<file path="config.mk">
export PLATFORM = sky130hd
export DESIGN_NAME = n_bit_sipo_deser
export DESIGN_NICKNAME = d
export VERILOG_FILES = /design/src/rtl/n_bit_sipo_deser.sv
export SDC_FILE = /design/constraint.sdc
export NUM_CORES = 1
export LEC_CHECK = 0
export ABC_CLOCK_PERIOD_IN_PS = 3150
export CAP_MARGIN = 20
export CORE_MARGIN = 2
export CORE_UTILIZATION = 50
export DETAILED_ROUTE_END_ITERATION = 8
export HOLD_SLACK_MARGIN = 0.03
export PLACE_DENSITY = 0.84
export SETUP_SLACK_MARGIN = 0.3
export SYNTH_ARGS = -nofsm -noshare
export SYNTH_HDL_FRONTEND = slang
export SYNTH_SLANG_ARGS = --single-unit
</file>
<file path="constraint.sdc">
create_clock -name clk -period 3.15 [get_ports clk]
set_input_delay 0.63 -clock clk [delete_from_list [all_inputs] [get_ports clk]]
set_output_delay 0.63 -clock clk [all_outputs]
set_load 0.02 [all_outputs]
</file>
<file path="src/rtl/n_bit_sipo_deser.sv">
// Serial-in/parallel-out deserializer with a valid/ready output register and sticky overrun flag.
// Define PARITY_CHK_EN to expect a trailing parity bit per word and report mismatches on o_parity_err.
module n_bit_sipo_deser #(
   parameter int WIDTH      = 8,
   parameter int LSB_FIRST  = 1,
   parameter int PARITY_ODD = 0
) (
   input  logic             clk,
   input  logic             rst_n,
   input  logic             i_serial,
   input  logic             i_bit_valid,
   input  logic             i_sync,
   output logic [WIDTH-1:0] o_parallel,
   output logic             o_valid,
   input  logic             i_ready,
   output logic             o_busy,
   output logic             o_overrun,
   input  logic             i_clr_err,
   output logic             o_parity_err
);

   localparam int CW = $clog2(WIDTH + 2);
`ifdef PARITY_CHK_EN
   localparam int N = WIDTH + 1;
`else
   localparam int N = WIDTH;
`endif
   localparam logic [CW-1:0] CNT_LAST = CW'(N - 1);

   if (WIDTH < 2 || LSB_FIRST > 1 || PARITY_ODD > 1) begin : g_param_check
      $error("n_bit_sipo_deser: WIDTH must be >= 2, LSB_FIRST and PARITY_ODD must be 0 or 1");
   end

   logic [WIDTH-1:0] sr;
   logic [WIDTH-1:0] sr_nxt;
   logic [CW-1:0]    cnt;
   logic [CW-1:0]    cnt_nxt;
   logic             word_done;
   logic             out_free;
   logic             shift_en;
   logic             perr_nxt;

   // A sync with a qualified bit starts a new word with that bit as bit 0.
   always_comb begin
      cnt_nxt = cnt;
      if (i_sync) begin
         cnt_nxt = i_bit_valid ? CW'(1) : '0;
      end else if (i_bit_valid) begin
         cnt_nxt = (cnt == CNT_LAST) ? '0 : cnt + CW'(1);
      end
   end

   assign word_done = i_bit_valid && !i_sync && (cnt == CNT_LAST);
   assign out_free  = !o_valid || i_ready;

`ifdef PARITY_CHK_EN
   logic par_acc;
   logic par_acc_nxt;
   logic par_slot;

   // The final slot carries parity and never enters the shift register.
   assign par_slot = (cnt == CNT_LAST) && !i_sync;
   assign shift_en = i_bit_valid && !par_slot;
   assign perr_nxt = i_serial != (par_acc ^ (PARITY_ODD != 0));

   always_comb begin
      par_acc_nxt = par_acc;
      if (i_sync) begin
         par_acc_nxt = i_bit_valid & i_serial;
      end else if (i_bit_valid) begin
         par_acc_nxt = par_slot ? 1'b0 : (par_acc ^ i_serial);
      end
   end

   always_ff @(posedge clk or negedge rst_n) begin
      if (!rst_n) begin
         par_acc <= 1'b0;
      end else begin
         par_acc <= par_acc_nxt;
      end
   end
`else
   assign shift_en = i_bit_valid;
   assign perr_nxt = 1'b0;
`endif

   if (LSB_FIRST != 0) begin : g_lsb_first
      always_comb begin
         sr_nxt = sr;
         if (shift_en) begin
            sr_nxt = {i_serial, sr[WIDTH-1:1]};
         end
      end
   end else begin : g_msb_first
      always_comb begin
         sr_nxt = sr;
         if (shift_en) begin
            sr_nxt = {sr[WIDTH-2:0], i_serial};
         end
      end
   end

   // sr_nxt already contains the final data bit, so a completed word loads on the sampling edge.
   always_ff @(posedge clk or negedge rst_n) begin
      if (!rst_n) begin
         sr           <= '0;
         cnt          <= '0;
         o_busy       <= 1'b0;
         o_parallel   <= '0;
         o_valid      <= 1'b0;
         o_parity_err <= 1'b0;
         o_overrun    <= 1'b0;
      end else begin
         sr     <= sr_nxt;
         cnt    <= cnt_nxt;
         o_busy <= (cnt_nxt != '0);

         if (word_done && out_free) begin
            o_parallel   <= sr_nxt;
            o_valid      <= 1'b1;
            o_parity_err <= perr_nxt;
         end else if (o_valid && i_ready) begin
            o_valid <= 1'b0;
         end

         if (word_done && !out_free) begin
            o_overrun <= 1'b1;
         end else if (i_clr_err) begin
            o_overrun <= 1'b0;
         end
      end
   end

endmodule

</file>
==> flow_metrics.env, run 1 <==
export IMPL_setup_viol=0
export IMPL_grt_pass1_wl_um=2800
export IMPL_antenna_found_initial=0
export IMPL_synth_common_cells="dfrtp_1 (23), mux2_4 (12), mux2_2 (5)"
export IMPL_grt_usage=0.154
export IMPL_powerDensity_mw_per_mm2=493
export IMPL_die_y_um=49.2
export IMPL_drtAntennaViolNets=0
export IMPL_crit_path_end_kind="flip-flop"
export IMPL_grt_max_degree=24
export IMPL_start_util=0.525
export IMPL_dp_cells=110
export IMPL_synthDistinctLibCells=25
export IMPL_final_cells=114
export IMPL_numCtsBuffers=3
export IMPL_synth_nets=76
export IMPL_clk_pin_slew_ns=0.11
export IMPL_synth_compound_area_share=0.0368
export IMPL_async_flop_share=1.00
export IMPL_crit_type="in -> reg"
export IMPL_diodes=0
export IMPL_leakage_nw=0.565
export IMPL_drtPass1Iterations=1
export IMPL_start_kind="input pin"
export IMPL_cp_arrival_ns=2.25
export IMPL_cts_sinks=23
export IMPL_drc=0
export IMPL_cp_max_fo=8
export IMPL_synthesis_area_per_instance_sq_um=15.0
export IMPL_period_minus_slack_ns=2.06
export IMPL_synthAdderAreaFrac=0.0123
export IMPL_yosys_most_used_dff="dfrtp_1"
export IMPL_postCtsSetupBuffers=0
export IMPL_routed_wl_um=1590
export IMPL_areaGrowthSynthToFinish_pct=20.0
export IMPL_netlist_area_leader_share=0.564
export IMPL_rows=16
export IMPL_slew_viol_final=0
export IMPL_synthSimpleGateAreaFrac=0.0883
export IMPL_finalWeightedCongestion=0.680
export IMPL_max_freq_ghz=0.485
export IMPL_synthMuxAreaShare=0.242
export IMPL_coreArea_sq_mm=0.00194
export IMPL_setup_ws_ns=1.09
export IMPL_worstMarginPinSlew_ns=0.551
export IMPL_multi_input_area_sq_um=399
export IMPL_maxCapViolCount=0
export IMPL_post_dp_hpwl_um=1190
export IMPL_dr_total_vias=565
export IMPL_yosysWarnings=0
export IMPL_yosys_top_cells_area="dfrtp_1 (56%), mux2_4 (18%), mux2_2 (5.5%)"
export IMPL_relSlewSlack=0.633
export IMPL_drive_gt1_frac=0.276
export IMPL_cts_hold_buf=0
export IMPL_final_hold_violation_count=0
export IMPL_nFillCells=157
export IMPL_status="finished clean"
export IMPL_synth_edf_count=0
export IMPL_synth_xor_area_frac=0.00859
export IMPL_wl_per_cell_um=13.9
export IMPL_synth_most_common_cell="dfrtp_1"
export IMPL_port_buffers=17
export IMPL_rsz0062_at_grt="no"
export IMPL_die_w_um=49.2
export IMPL_netlist_area_sq_mm=0.00102
export IMPL_synth_largest_area_cell="dfrtp_1"
export IMPL_grt_pass1_vias=554
export IMPL_via_per_inst=4.96
export IMPL_overflow=0
export IMPL_vdd_drop_max_mv=0.387
export IMPL_synth_seq_cells=23
export IMPL_synth_top_family_by_area="multiplexers"
export IMPL_clockBufferDepth=2
export IMPL_nets=96
export IMPL_ios=19
export IMPL_seqCellArea_sq_um=576
export IMPL_fin_crit_sh=0.654
export IMPL_dieArea_sq_mm=0.00242
export IMPL_cts_root_buf="clkbuf_4"
export IMPL_reg2reg_slack_ns=1.39
export IMPL_cts_max_level=1
export IMPL_finalSetupTns_ns=0
export IMPL_cp_data_required_time_ns=3.34
export IMPL_synth_cells=68
export IMPL_clk_latency_ns=0.29
export IMPL_clock_skew_ns=0.00232
export IMPL_tritoncts="yes"
export IMPL_hold_path_class="reg -> reg"
export IMPL_drt_initial_drc_count=0
export IMPL_postCtsResizedCells=0
export IMPL_yosysSeqAreaShare=0.564
export IMPL_pre_cts_ws_ns=0.782
area by class of cell:
class | instances | share of cell area
inverter | 1 | 0.00307
tap | 27 | 0.0276
timing repair buffer | 19 | 0.151
sequential | 23 | 0.470
clock buffer | 4 | 0.0215
multi-input combinational | 40 | 0.326
layout by cell type, fill, tap and decap left out, drive strengths merged:
cell type,n
inv,1
conb,1
mux2,17
or3b,1
and2b,1
nand4,2
buf,2
dfrtp,23
and4b,1
nand2,2
ha,1
a211o,1
nand2b,2
o22ai,1
nand3b,1
nor2,3
clkbuf,4
xnor2,1
a21oi,1
o21bai,1
a21bo,1
mux2i,1
clkdlybuf4s50,17
nor3,1
worst max-delay path, cell delays in order:
cell and delay, ns:
clkdlybuf4s50_1 0.52, nor2_1 0.17, and4b_1 0.57, mux2_4 0.35
flip-flops by register name, summed over array words and instances (netlist names):
signal and flops:
cnt 4, o_parallel 8, o_overrun 1, o_valid 1, sr 8, o_busy 1
layer usage:
layer / wire (um) / global-route usage
met2: 793 / 0.230
met5: 0 / 0
met1: 736 / 0.227
met3: 48 / 0.0245
met4: 7 / 0.0571
where the power goes:
group	leakage (nW)	switching, mW	internal (mW)
clock network	0.0150	0.0769	0.0492
logic	0.252	0.0489	0.0707
registers	0.298	0.0238	0.334
total	0.565	0.150	0.454
path summary, 6_finish.rpt:
check	end	cells after the start	from
min	sr[0]	1	sr[0]
min in group asynchronous	o_overrun	2	rst_n
max reg2reg	o_parallel[3]	3	cnt[0]
max in group asynchronous	o_parallel[1]	2	rst_n
min reg2reg	sr[0]	1	sr[0]
max	o_parallel[3]	4	i_sync
kinds of logic after synthesis:
family	Yosys count
AOI/OAI and AO/OA	5
xor gates and xnor gates	1
adders and majority gates	1
buffers and inverters	5
DFF	23
muxes	18
other	1
and+or+nand+nor	14
per-stage QoR:
step | area (sq um) | hold WS, ns | util | total power, mW
floorplan | 1020 | 0.334 | - | 0.440
global placement | 1200 | 0.486 | 0.617 | 0.475
detailed placement | 1200 | 0.482 | 0.617 | 0.485
CTS | 1220 | 0.516 | 0.630 | 0.612
global route | 1220 | 0.539 | 0.630 | 0.641
finish | 1220 | 0.513 | 0.630 | 0.603
(Power assumes the default switching activity.)
==> run 2, diff against run 1 <==
--- a/config.mk
+++ b/config.mk
@@ -5,7 +5,7 @@
 export SDC_FILE = /design/constraint.sdc
 export NUM_CORES = 1
 export LEC_CHECK = 0
-export ABC_CLOCK_PERIOD_IN_PS = 3150
+export ABC_CLOCK_PERIOD_IN_PS = 2130
 export CAP_MARGIN = 20
 export CORE_MARGIN = 2
 export CORE_UTILIZATION = 50
==> constraint.sdc (replaced) <==
create_clock -name clk -period 2.13 [get_ports clk]
set_input_delay 0.426 -clock clk [delete_from_list [all_inputs] [get_ports clk]]
set_output_delay 0.426 -clock clk [all_outputs]
set_load 0.02 [all_outputs]
==> flow_metrics.env, run 2 (synthesized netlist as in run 1, its figures left out) <==
export IMPL_vdd_drop_max_mv=0.527
export IMPL_cpMaxStageDelayCell="clkdlybuf4s50_1"
export IMPL_max_freq_ghz=0.573
export IMPL_power_total_mw=0.911
export IMPL_final_common_cell="dfrtp_1"
export IMPL_top_regs="o_parallel (8), sr (8), cnt (4)"
export IMPL_antenna_found_initial=0
export IMPL_numCtsBuffers=3
export IMPL_clkPwrFrac=0.222
export IMPL_finalWeightedCongestion=0.701
export IMPL_cp_max_fo=2
export IMPL_cts_hold_buf=0
export IMPL_setup_viol=0
export IMPL_reg2reg_slack_ns=0.58
export IMPL_clockBufferDepth=2
export IMPL_period_minus_slack_ns=1.75
export IMPL_port_buffers=17
export IMPL_wl_per_cell_um=14.4
export IMPL_tritoncts="yes"
export IMPL_cp_num_buf_inv=1
export IMPL_overflow=0
export IMPL_nets=98
export IMPL_final_cell_mix="dfrtp_1 (23), clkdlybuf4s50_1 (17), mux2_4 (12), mux2_2 (5)"
export IMPL_slew_viol_final=0
export IMPL_seqPwrFrac=0.581
export IMPL_dr_total_vias=589
export IMPL_finalSetupTns_ns=0
export IMPL_clock_skew_ns=0.00435
export IMPL_hold_path_class="in -> async"
export IMPL_rsz0062_at_grt="no"
export IMPL_die_w_um=49.2
export IMPL_grt_usage=0.166
export IMPL_die_y_um=49.2
export IMPL_combinationalPowerShare=0.196
export IMPL_drt_initial_drc_count=3
export IMPL_cp_arrival_ns=1.32
export IMPL_drtAntennaViolNets=0
export IMPL_critPathMaxStageDelay_ns=0.62
export IMPL_start_kind="flip-flop"
export IMPL_cpLargestDelayFamily="buffers and inverters"
export IMPL_leakage_nw=0.580
export IMPL_cts_root_buf="clkbuf_4"
export IMPL_grt_pass1_wl_um=2940
export IMPL_startpoint="o_parallel[4]"
export IMPL_rows=16
export IMPL_crit_type="reg -> out"
export IMPL_powerDensity_mw_per_mm2=727
export IMPL_drtPass1Iterations=4
export IMPL_diodes=0
export IMPL_crit_path_end_kind="output pin"
export IMPL_areaGrowthSynthToFinish_pct=22.8
export IMPL_timing_rr_start="cnt[0]"
export IMPL_fin_crit_sh=0.820
export IMPL_postCtsResizedCells=0
export IMPL_nFillCells=160
export IMPL_maxCapViolCount=0
export IMPL_via_per_inst=5.08
export IMPL_clk_pin_slew_ns=0.12
export IMPL_internal_power_mw=0.670
export IMPL_switchingPower_mw=0.241
export IMPL_ios=19
export IMPL_p_sw_frac=0.265
export IMPL_grt_max_degree=24
export IMPL_cts_sinks=23
export IMPL_clk_latency_ns=0.32
export IMPL_post_dp_hpwl_um=1250
export IMPL_grt_pass1_vias=639
export IMPL_cp_data_required_time_ns=1.70
export IMPL_coreArea_sq_mm=0.00194
export IMPL_dieArea_sq_mm=0.00242
export IMPL_cts_max_level=1
export IMPL_postCtsSetupBuffers=0
export IMPL_drive_gt1_frac=0.303
export IMPL_status="finished clean"
export IMPL_final_hold_violation_count=0
export IMPL_path_cells="clkdlybuf4s50_1"
export IMPL_routed_wl_um=1670
export IMPL_drc=0
export IMPL_start_util=0.525
run 2: cell count changes in the layout (fill, tap and decap cells not counted):
cell / before / now
buf_4: 2 / 3
buf_12: 0 / 1
clkbuf_1: 1 / 0
clkinv_2: 0 / 1
run 2: through the flow:
stage | worst slack, ns | cell area (sq um) | std cells | hold WS, ns | util
final | 0.383 | 1250 | 116 | 0.432 | 0.645
after CTS | 0.365 | 1250 | 116 | 0.434 | 0.645
after global placement | 0.210 | 1220 | 112 | 0.490 | 0.631
after floorplan | 0.650 | 1020 | 68 | 0.130 | -
after global routing | 0.338 | 1250 | 116 | 0.446 | 0.645
after detailed placement | 0.156 | 1220 | 112 | 0.496 | 0.631
run 2: worst paths after layout:
| path | to | cells after the start |
|---|---|---|
| worst max-delay path | o_parallel[4] | 1 |
| worst min-delay path | o_overrun | 2 |
| worst max register to register | o_parallel[1] | 4 |
| worst min register to register | o_parallel[2] | 1 |
| max in group asynchronous | sr[6] | 2 |
| min in group clk | o_parallel[2] | 1 |
run 2: power groups by stage:
stage	logic [mW]	clock network, mW	registers, mW
5_1_grt	0.194	0.223	0.537
3_5_place_dp	0.180	0	0.538
4_1_cts	0.181	0.208	0.530
6_report	0.179	0.202	0.530
2_1_floorplan	0.111	0	0.540
3_3_place_gp	0.171	0	0.534
run 2: per-layer routing:
layer / vias to the layer above / global-route usage / wire length (um)
met5: - / 0 / 0
met4: 0 / 0.100 / 43
met3: 5 / 0.0368 / 69
met2: 17 / 0.273 / 870
li1: 279 / - / -
met1: 288 / 0.197 / 689
run 2: final cells by class:
| type | instances | area, sq um | area share |
|---|---|---|---|
| multi-input combinational | 40 | 399 | 0.319 |
| sequential | 23 | 576 | 0.460 |
| clock buffer | 3 | 22.5 | 0.0180 |
| clock inverter | 1 | 5.00 | 0.00400 |
| inverter | 1 | 3.75 | 0.00300 |
| timing repair buffer | 21 | 213 | 0.170 |
| tap | 27 | 33.8 | 0.0270 |
